## config.mk

```make
export PLATFORM = sky130hd
export DESIGN_NAME = hit_extender
export DESIGN_NICKNAME = d
export VERILOG_FILES = /design/src/rtl/hit_extender.sv
export SDC_FILE = /design/constraint.sdc
export NUM_CORES = 2
export LEC_CHECK = 0
export CELL_PAD_IN_SITES_DETAIL_PLACEMENT = 1
export CELL_PAD_IN_SITES_GLOBAL_PLACEMENT = 1
export CORE_AREA = 2 2 424 426
export DETAILED_ROUTE_END_ITERATION = 8
export DIE_AREA = 0 0 426 428
export PLACE_DENSITY = 0.74
export SLEW_MARGIN = 20
export SYNTH_ARGS = -nofsm -noshare
export SYNTH_HDL_FRONTEND = slang
export SYNTH_SLANG_ARGS = --single-unit
```

## constraint.sdc

```tcl
create_clock -name clk -period 15.1 [get_ports clk]
set_input_delay 2.265 -clock clk [delete_from_list [all_inputs] [get_ports clk]]
set_output_delay 2.265 -clock clk [all_outputs]
set_load 0.02 [all_outputs]
```

## src/rtl/hit_extender.sv

```systemverilog
// Ungapped X-drop seed extension: captures a seed on hit, extends right then left, reports the best HSP.
// Latency: DONE (stop/outValid/score/positions valid) occurs 1+R+L cycles after the capture edge.
// Backpressure: hit is held by the detector until the one-cycle stop pulse; hit is ignored while busy.
//
// Ports:
//   clk, rst              clock, synchronous active-high reset
//   query, queryValid     256x2b query word and its load strobe (loads in any state, not reset)
//   dataBase              256x2b database block, sampled only at capture
//   hit, locationQ,       seed request plus seed bit offsets in query / database block (even)
//   ShiftNo
//   stop, outValid        one-cycle acknowledge and HSP strobe (score >= THRESH)
//   score, qStart..dEnd   signed best score and inclusive nucleotide ranges of the HSP
//   busy                  high whenever the extender is not idle
module hit_extender #(
  parameter int XDROP    = 10,
  parameter int THRESH   = 20,
  parameter int MATCH    = 1,
  parameter int MISMATCH = 3
) (
  input  logic                clk,
  input  logic                rst,
  input  logic [511:0]        query,
  input  logic                queryValid,
  input  logic [511:0]        dataBase,
  input  logic                hit,
  input  logic [8:0]          locationQ,
  input  logic [8:0]          ShiftNo,
  output logic                stop,
  output logic                outValid,
  output logic signed [11:0]  score,
  output logic [7:0]          qStart,
  output logic [7:0]          qEnd,
  output logic [7:0]          dStart,
  output logic [7:0]          dEnd,
  output logic                busy
);

  localparam logic signed [11:0] XDROP_S    = 12'(XDROP);
  localparam logic signed [11:0] THRESH_S   = 12'(THRESH);
  localparam logic signed [11:0] MATCH_S    = 12'(MATCH);
  localparam logic signed [11:0] MISMATCH_S = 12'(MISMATCH);
  localparam logic signed [11:0] SEED_S     = 12'sd11;

  typedef enum logic [1:0] {IDLE, EXT_R, EXT_L, DONE} state_t;

  state_t             state_q;
  logic [511:0]       query_q;
  logic [511:0]       db_q;
  logic [7:0]         qpos_q, dpos_q;
  logic signed [11:0] run_q, best_q;
  logic [7:0]         roff_q, loff_q, bestr_q, bestl_q;

  logic               stop_q, ov_q;
  logic signed [11:0] score_q;
  logic [7:0]         qstart_q, qend_q, dstart_q, dend_q;

  // Per-step combinational values
  logic [9:0]         r_i, r_j;
  logic [8:0]         l_i, l_j;
  logic               r_oob, l_oob;
  logic [7:0]         qi, di;
  logic [1:0]         q_nt, d_nt;
  logic signed [11:0] run_d, best_d, fin_best_d;
  logic               gain, drop;
  logic [7:0]         off_d, fin_bestl_d;

  // Only the nucleotide index is meaningful; bit 0 of the bit offsets is always zero.
  logic unused_lsb;
  assign unused_lsb = locationQ[0] ^ ShiftNo[0];

  always_comb begin
    r_i   = {2'b00, qpos_q} + 10'd11 + {2'b00, roff_q};
    r_j   = {2'b00, dpos_q} + 10'd11 + {2'b00, roff_q};
    r_oob = (r_i > 10'd255) || (r_j > 10'd255);
    // 9-bit signed: bit 8 set means the left index ran below nucleotide 0
    l_i   = {1'b0, qpos_q} - 9'd1 - {1'b0, loff_q};
    l_j   = {1'b0, dpos_q} - 9'd1 - {1'b0, loff_q};
    l_oob = l_i[8] | l_j[8];

    qi    = (state_q == EXT_L) ? l_i[7:0] : r_i[7:0];
    di    = (state_q == EXT_L) ? l_j[7:0] : r_j[7:0];
    q_nt  = query_q[{qi, 1'b0} +: 2];
    d_nt  = db_q[{di, 1'b0} +: 2];

    run_d  = (q_nt == d_nt) ? (run_q + MATCH_S) : (run_q - MISMATCH_S);
    gain   = run_d > best_q;   // strict: ties keep the earlier best
    best_d = gain ? run_d : best_q;
    drop   = (best_d - run_d) >= XDROP_S;
    off_d  = ((state_q == EXT_L) ? loff_q : roff_q) + 8'd1;

    // Values that become the result if the left extension ends this cycle
    fin_best_d  = l_oob ? best_q : best_d;
    fin_bestl_d = (!l_oob && gain) ? off_d : bestl_q;
  end

  always_ff @(posedge clk) begin
    if (queryValid) query_q <= query;
  end

  always_ff @(posedge clk) begin
    if (rst) begin
      state_q  <= IDLE;
      db_q     <= '0;
      qpos_q   <= '0;
      dpos_q   <= '0;
      run_q    <= '0;
      best_q   <= '0;
      roff_q   <= '0;
      loff_q   <= '0;
      bestr_q  <= '0;
      bestl_q  <= '0;
      stop_q   <= 1'b0;
      ov_q     <= 1'b0;
      score_q  <= '0;
      qstart_q <= '0;
      qend_q   <= '0;
      dstart_q <= '0;
      dend_q   <= '0;
    end else begin
      stop_q <= 1'b0;
      ov_q   <= 1'b0;
      unique case (state_q)
        IDLE: begin
          if (hit) begin
            qpos_q  <= locationQ[8:1];
            dpos_q  <= ShiftNo[8:1];
            db_q    <= dataBase;
            run_q   <= SEED_S;
            best_q  <= SEED_S;
            roff_q  <= '0;
            loff_q  <= '0;
            bestr_q <= '0;
            bestl_q <= '0;
            state_q <= EXT_R;
          end
        end
        EXT_R: begin
          if (r_oob) begin
            run_q   <= best_q;
            state_q <= EXT_L;
          end else begin
            best_q <= best_d;
            roff_q <= off_d;
            if (gain) bestr_q <= off_d;
            if (drop) begin
              run_q   <= best_d;   // left extension restarts from the best right score
              state_q <= EXT_L;
            end else begin
              run_q <= run_d;
            end
          end
        end
        EXT_L: begin
          if (!l_oob) begin
            run_q  <= run_d;
            best_q <= best_d;
            loff_q <= off_d;
            if (gain) bestl_q <= off_d;
          end
          if (l_oob || drop) begin
            state_q  <= DONE;
            stop_q   <= 1'b1;
            ov_q     <= fin_best_d >= THRESH_S;
            score_q  <= fin_best_d;
            qstart_q <= qpos_q - fin_bestl_d;
            qend_q   <= qpos_q + 8'd10 + bestr_q;
            dstart_q <= dpos_q - fin_bestl_d;
            dend_q   <= dpos_q + 8'd10 + bestr_q;
          end
        end
        DONE: begin
          state_q <= IDLE;
        end
        default: begin
          state_q <= IDLE;
        end
      endcase
    end
  end

  assign stop     = stop_q;
  assign outValid = ov_q;
  assign score    = score_q;
  assign qStart   = qstart_q;
  assign qEnd     = qend_q;
  assign dStart   = dstart_q;
  assign dEnd     = dend_q;
  assign busy     = (state_q != IDLE);

endmodule

```

==> results.txt <==
----------------------------------------------------
[Run status]
  Run status ... completed

[Clocking]
  Clock network latency to the later pin of the worst-skew pair ... 0.82 ns
  Total CTS buffers ... 135
  # H-tree levels ... 4
  Post-CTS setup buffer count ... 0
  Number of buffers inserted for hold repair after clock tree synthesis ... 0
  Max Root-Sink Buffers ... 3
  Clock tree from TritonCTS ... done
  Number of clock sinks seen by CTS ... 1144
  Count of cells resized by post-cts repair ... 0
  Clock root buffer ... sky130_fd_sc_hd__clkbuf_16
  Clock edge transition at the registers on the reported setup and hold paths ... 0.06 ns

[Route]
  Routed via count divided by cell count ... 5.278
  Post-DRT Antenna Nets ... 0
  Drt pass-1 iters ... 5
  Remaining DRCs ... 0
  Post-detailed-routing wire length ... 231.5 mm
  Routed wire per std cell ... 26.42 um
  Via total after detailed routing ... 46250
  Iter 0 DRT Violations ... 3573

[Worst setup path]
  Worst reg-to-reg path cell count ... 51
  Critical path class ... flip-flop to flip-flop
  Element type at the critical path end ... flip-flop
  Worst endpoint data arrival time ... 14.45 ns
  Slowest Stage Delay on Critical Path ... 0.78 ns
  Setup crit end ... state_q[0]
  Capturing point of the worst reg2reg path ... state_q[0]
  Worst r2r src ... qpos_q[1]
  Worst endpoint required time ... 15.80 ns
  Critical path startpoint ... qpos_q[1]
  Worst setup SP type ... flip-flop
  Slowest CP cell ... sky130_fd_sc_hd__a21oi_1
  R2R setup slack ... 1.35 ns
  Maximum fanout along the worst path ... 36

[Logic synthesis]
  Synthesized area ... 52650 um^2
  Top cell type by total area after synthesis ... sky130_fd_sc_hd__edfxtp_1
  Synth warnings ... 0
  Part of the Yosys area used for sequential elements ... 0.5324
  Mean instance size in the synthesized netlist ... 10.02 um^2
  Post-synth EDFFs ... 512
  Most instantiated flip-flop cell in the synthesis netlist ... sky130_fd_sc_hd__dfxtp_1
  Number of cells produced by synthesis ... 5252
  Number of library cell types mapped by synthesis ... 98
  Area share of the largest cell type after synthesis ... 0.2920
  Synthesized flop and latch total ... 1144
  Number of nets in the synthesized netlist ... 6433
  Largest cells by area after synthesis ... sky130_fd_sc_hd__edfxtp_1, sky130_fd_sc_hd__dfxtp_1, sky130_fd_sc_hd__nand2_1, sky130_fd_sc_hd__mux4_2, sky130_fd_sc_hd__a21oi_1
  Asr flop ratio synth ... 0

[Layout]
  Fraction of layout instances using a drive strength above 1 ... 0.08091
  Layout net count ... 7382
  Most common cell after layout, fill and taps aside ... sky130_fd_sc_hd__nand2_1
  Filler instances ... 19900
  Post-layout instance area ... 70720 um^2
  Commonest cells after routing, fill and taps aside ... sky130_fd_sc_hd__nand2_1, sky130_fd_sc_hd__clkdlybuf4s50_1, sky130_fd_sc_hd__a21oi_1, sky130_fd_sc_hd__dfxtp_1, sky130_fd_sc_hd__edfxtp_1
  Signed area change from the synthesized netlist to the final layout ... 34.32%

[Global route]
  Most utilized layer in the global route result ... met2
  First-pass GRT wire length ... 328.2 mm
  Residual overflow from global routing ... 0
  Number of antenna violations at the first check in global routing ... 127
  Via count of the first global-routing pass ... 48010
  Met2 layer usage reported by global route ... 0.4154
  Pin count of the biggest net entering global routing ... 197
  Met3 Use GR ... 0.05424
  Met1 capacity usage during global routing ... 0.2812
  Tot GR Track Use ... 0.2454

[Timing]
  Fin. Hold Viols ... 0
  Timing-limited maximum frequency ... 72.73 MHz
  Hold slack final ... 0.4490 ns
  Rel. slew slack ... 0.2383
  Total count of max-transition violations in the final report ... 0
  Final Critical Period ... 13.75 ns
  Setup repair after global routing missed its margin ... false
  Setup total negative slack ... 0 ns
  Post-Route Skew ... 0.04616 ns
  Final Setup Violations ... 0
  Setup slack of the critical path after layout ... 1.350 ns
  Post-route clock period utilization ... 0.9106
  Transition time at the pin with the least slew margin ... 1.143 ns

[Min path]
  Hold Path Class ... flip-flop to flip-flop

[Power and ir drop]
  Logic pwr share ... 0.616
  Share of total power consumed by net switching ... 0.4724
  Switch Pwr ... 0.008906 W
  VDD IR max ... 0.0005977 V
  Leakage component of the power ... 25.40 nW
  Power per Cell Area ... 266.6 nW/um^2
  Power share of the sequential group ... 0.206
  Cell-internal power ... 0.009946 W
  Clk pwr share ... 0.178

[Die]
  Horizontal die dimension ... 426 um
  Initial standard-cell utilization of the core ... 0.2964
  Die Y ... 428 um
  Area of the die ... 182300 um^2
  IO Pins ... 1093
  Core Region ... 177600 um^2
  Rows ... 155

[Place]
  Cell area reported after detailed placement ... 65960 um^2
  Port Buffer Count ... 1090
  DPL Wire Length ... 170.9 mm
  Post-placement worst setup slack ... 1.598 ns
  GP Congestion ... 0.8873

[Flow run]
  Max-cap violations ... 0

----------------------------------------------------
-- state kept, by name, indices dropped and copies added (netlist names), 8 cells and up --
signal / count
roff_q: 8
qStart: 8
qEnd: 8
bestr_q: 8
db_q: 512
query_q: 512
dpos_q: 8
run_q: 12
score: 12
dStart: 8
best_q: 12
loff_q: 8
dEnd: 8
qpos_q: 8
bestl_q: 8
-- power groups by stage --
| stage | registers [W] | logic, W | clock network, W |
|---|---|---|---|
| global placement | 0.00392 | 0.0112 | 0 |
| global route | 0.00392 | 0.0127 | 0.00352 |
| floorplan | 0.00388 | 0.00771 | 0 |
| finish | 0.00389 | 0.0116 | 0.00335 |
| detailed placement | 0.00394 | 0.0115 | 0 |
| CTS | 0.00388 | 0.0116 | 0.00340 |
-- layer usage --
layer / vias to the layer above / share of wire
met5: - / 0.00060
met4: 22 / 0.059
met3: 441 / 0.062
met2: 1703 / 0.50
met1: 23260 / 0.38
li1: 20820 / -
-- critical path, delay by kind of cell, from the launching register on --
kind	cells	cell delay, ns
AOI/OAI and AO/OA	19	4.31
xor gates and xnor gates	2	0.58
adders and majority gates	6	2.52
buffers and inverters	7	1.11
DFF	1	0.57
muxes	6	1.89
and+or+nand+nor	11	2.56
-- final cells by class --
class	instances	area (um^2)	area share
tap	2355	2947	0.04167
inverter	113	424.2	0.005998
clock inverter	56	732.0	0.01035
antenna	104	260.3	0.003680
timing repair buffer	1184	11780	0.1666
sequential	1144	28030	0.3963
clock buffer	183	3752	0.05306
multi-input combinational	3623	22790	0.3223
-- cell families after synthesis --
logic type / count (synthesis) / synth area share
mux: 277 / 0.09100
fa+ha+maj: 135 / 0.03337
xor+xnor: 58 / 0.009934
buf+inv: 485 / 0.03857
simple gates: 1939 / 0.1539
flops: 1144 / 0.5324
compound gates: 1214 / 0.1409
-- worst min path at each step --
stage	startpoint	endpoint	slack, ns	cells past startpoint
detailed placement	db_q[74]	db_q[74]	0.45	2
global route	db_q[456]	db_q[456]	0.47	2
finish	db_q[52]	db_q[52]	0.45	2
CTS	db_q[492]	db_q[492]	0.45	2
floorplan	bestl_q[3]	bestl_q[3]	0.43	2
global placement	db_q[460]	db_q[460]	0.44	2
-- cells in the mapped netlist (84+ instances only) --
master / number
sky130_fd_sc_hd__nand2_1: 1411
sky130_fd_sc_hd__a21oi_1: 670
sky130_fd_sc_hd__dfxtp_1: 632
sky130_fd_sc_hd__edfxtp_1: 512
sky130_fd_sc_hd__clkbuf_1: 249
sky130_fd_sc_hd__mux4_2: 158
sky130_fd_sc_hd__nand3_1: 130
sky130_fd_sc_hd__ha_1: 126
sky130_fd_sc_hd__nor2_1: 123
sky130_fd_sc_hd__inv_1: 112
sky130_fd_sc_hd__mux2i_1: 107
sky130_fd_sc_hd__o21ai_0: 107
sky130_fd_sc_hd__nor3_1: 84
-- through the flow --
step                      power, W  cells    util
after floorplan            0.01159   5252       -
after global placement     0.01516   8419  0.3712
after detailed placement   0.01545   8419  0.3713
after CTS                  0.01888   8658  0.3965
after global routing       0.02012   8754  0.3980
final                      0.01885   8762  0.3981
(Power assumes the default switching activity.)
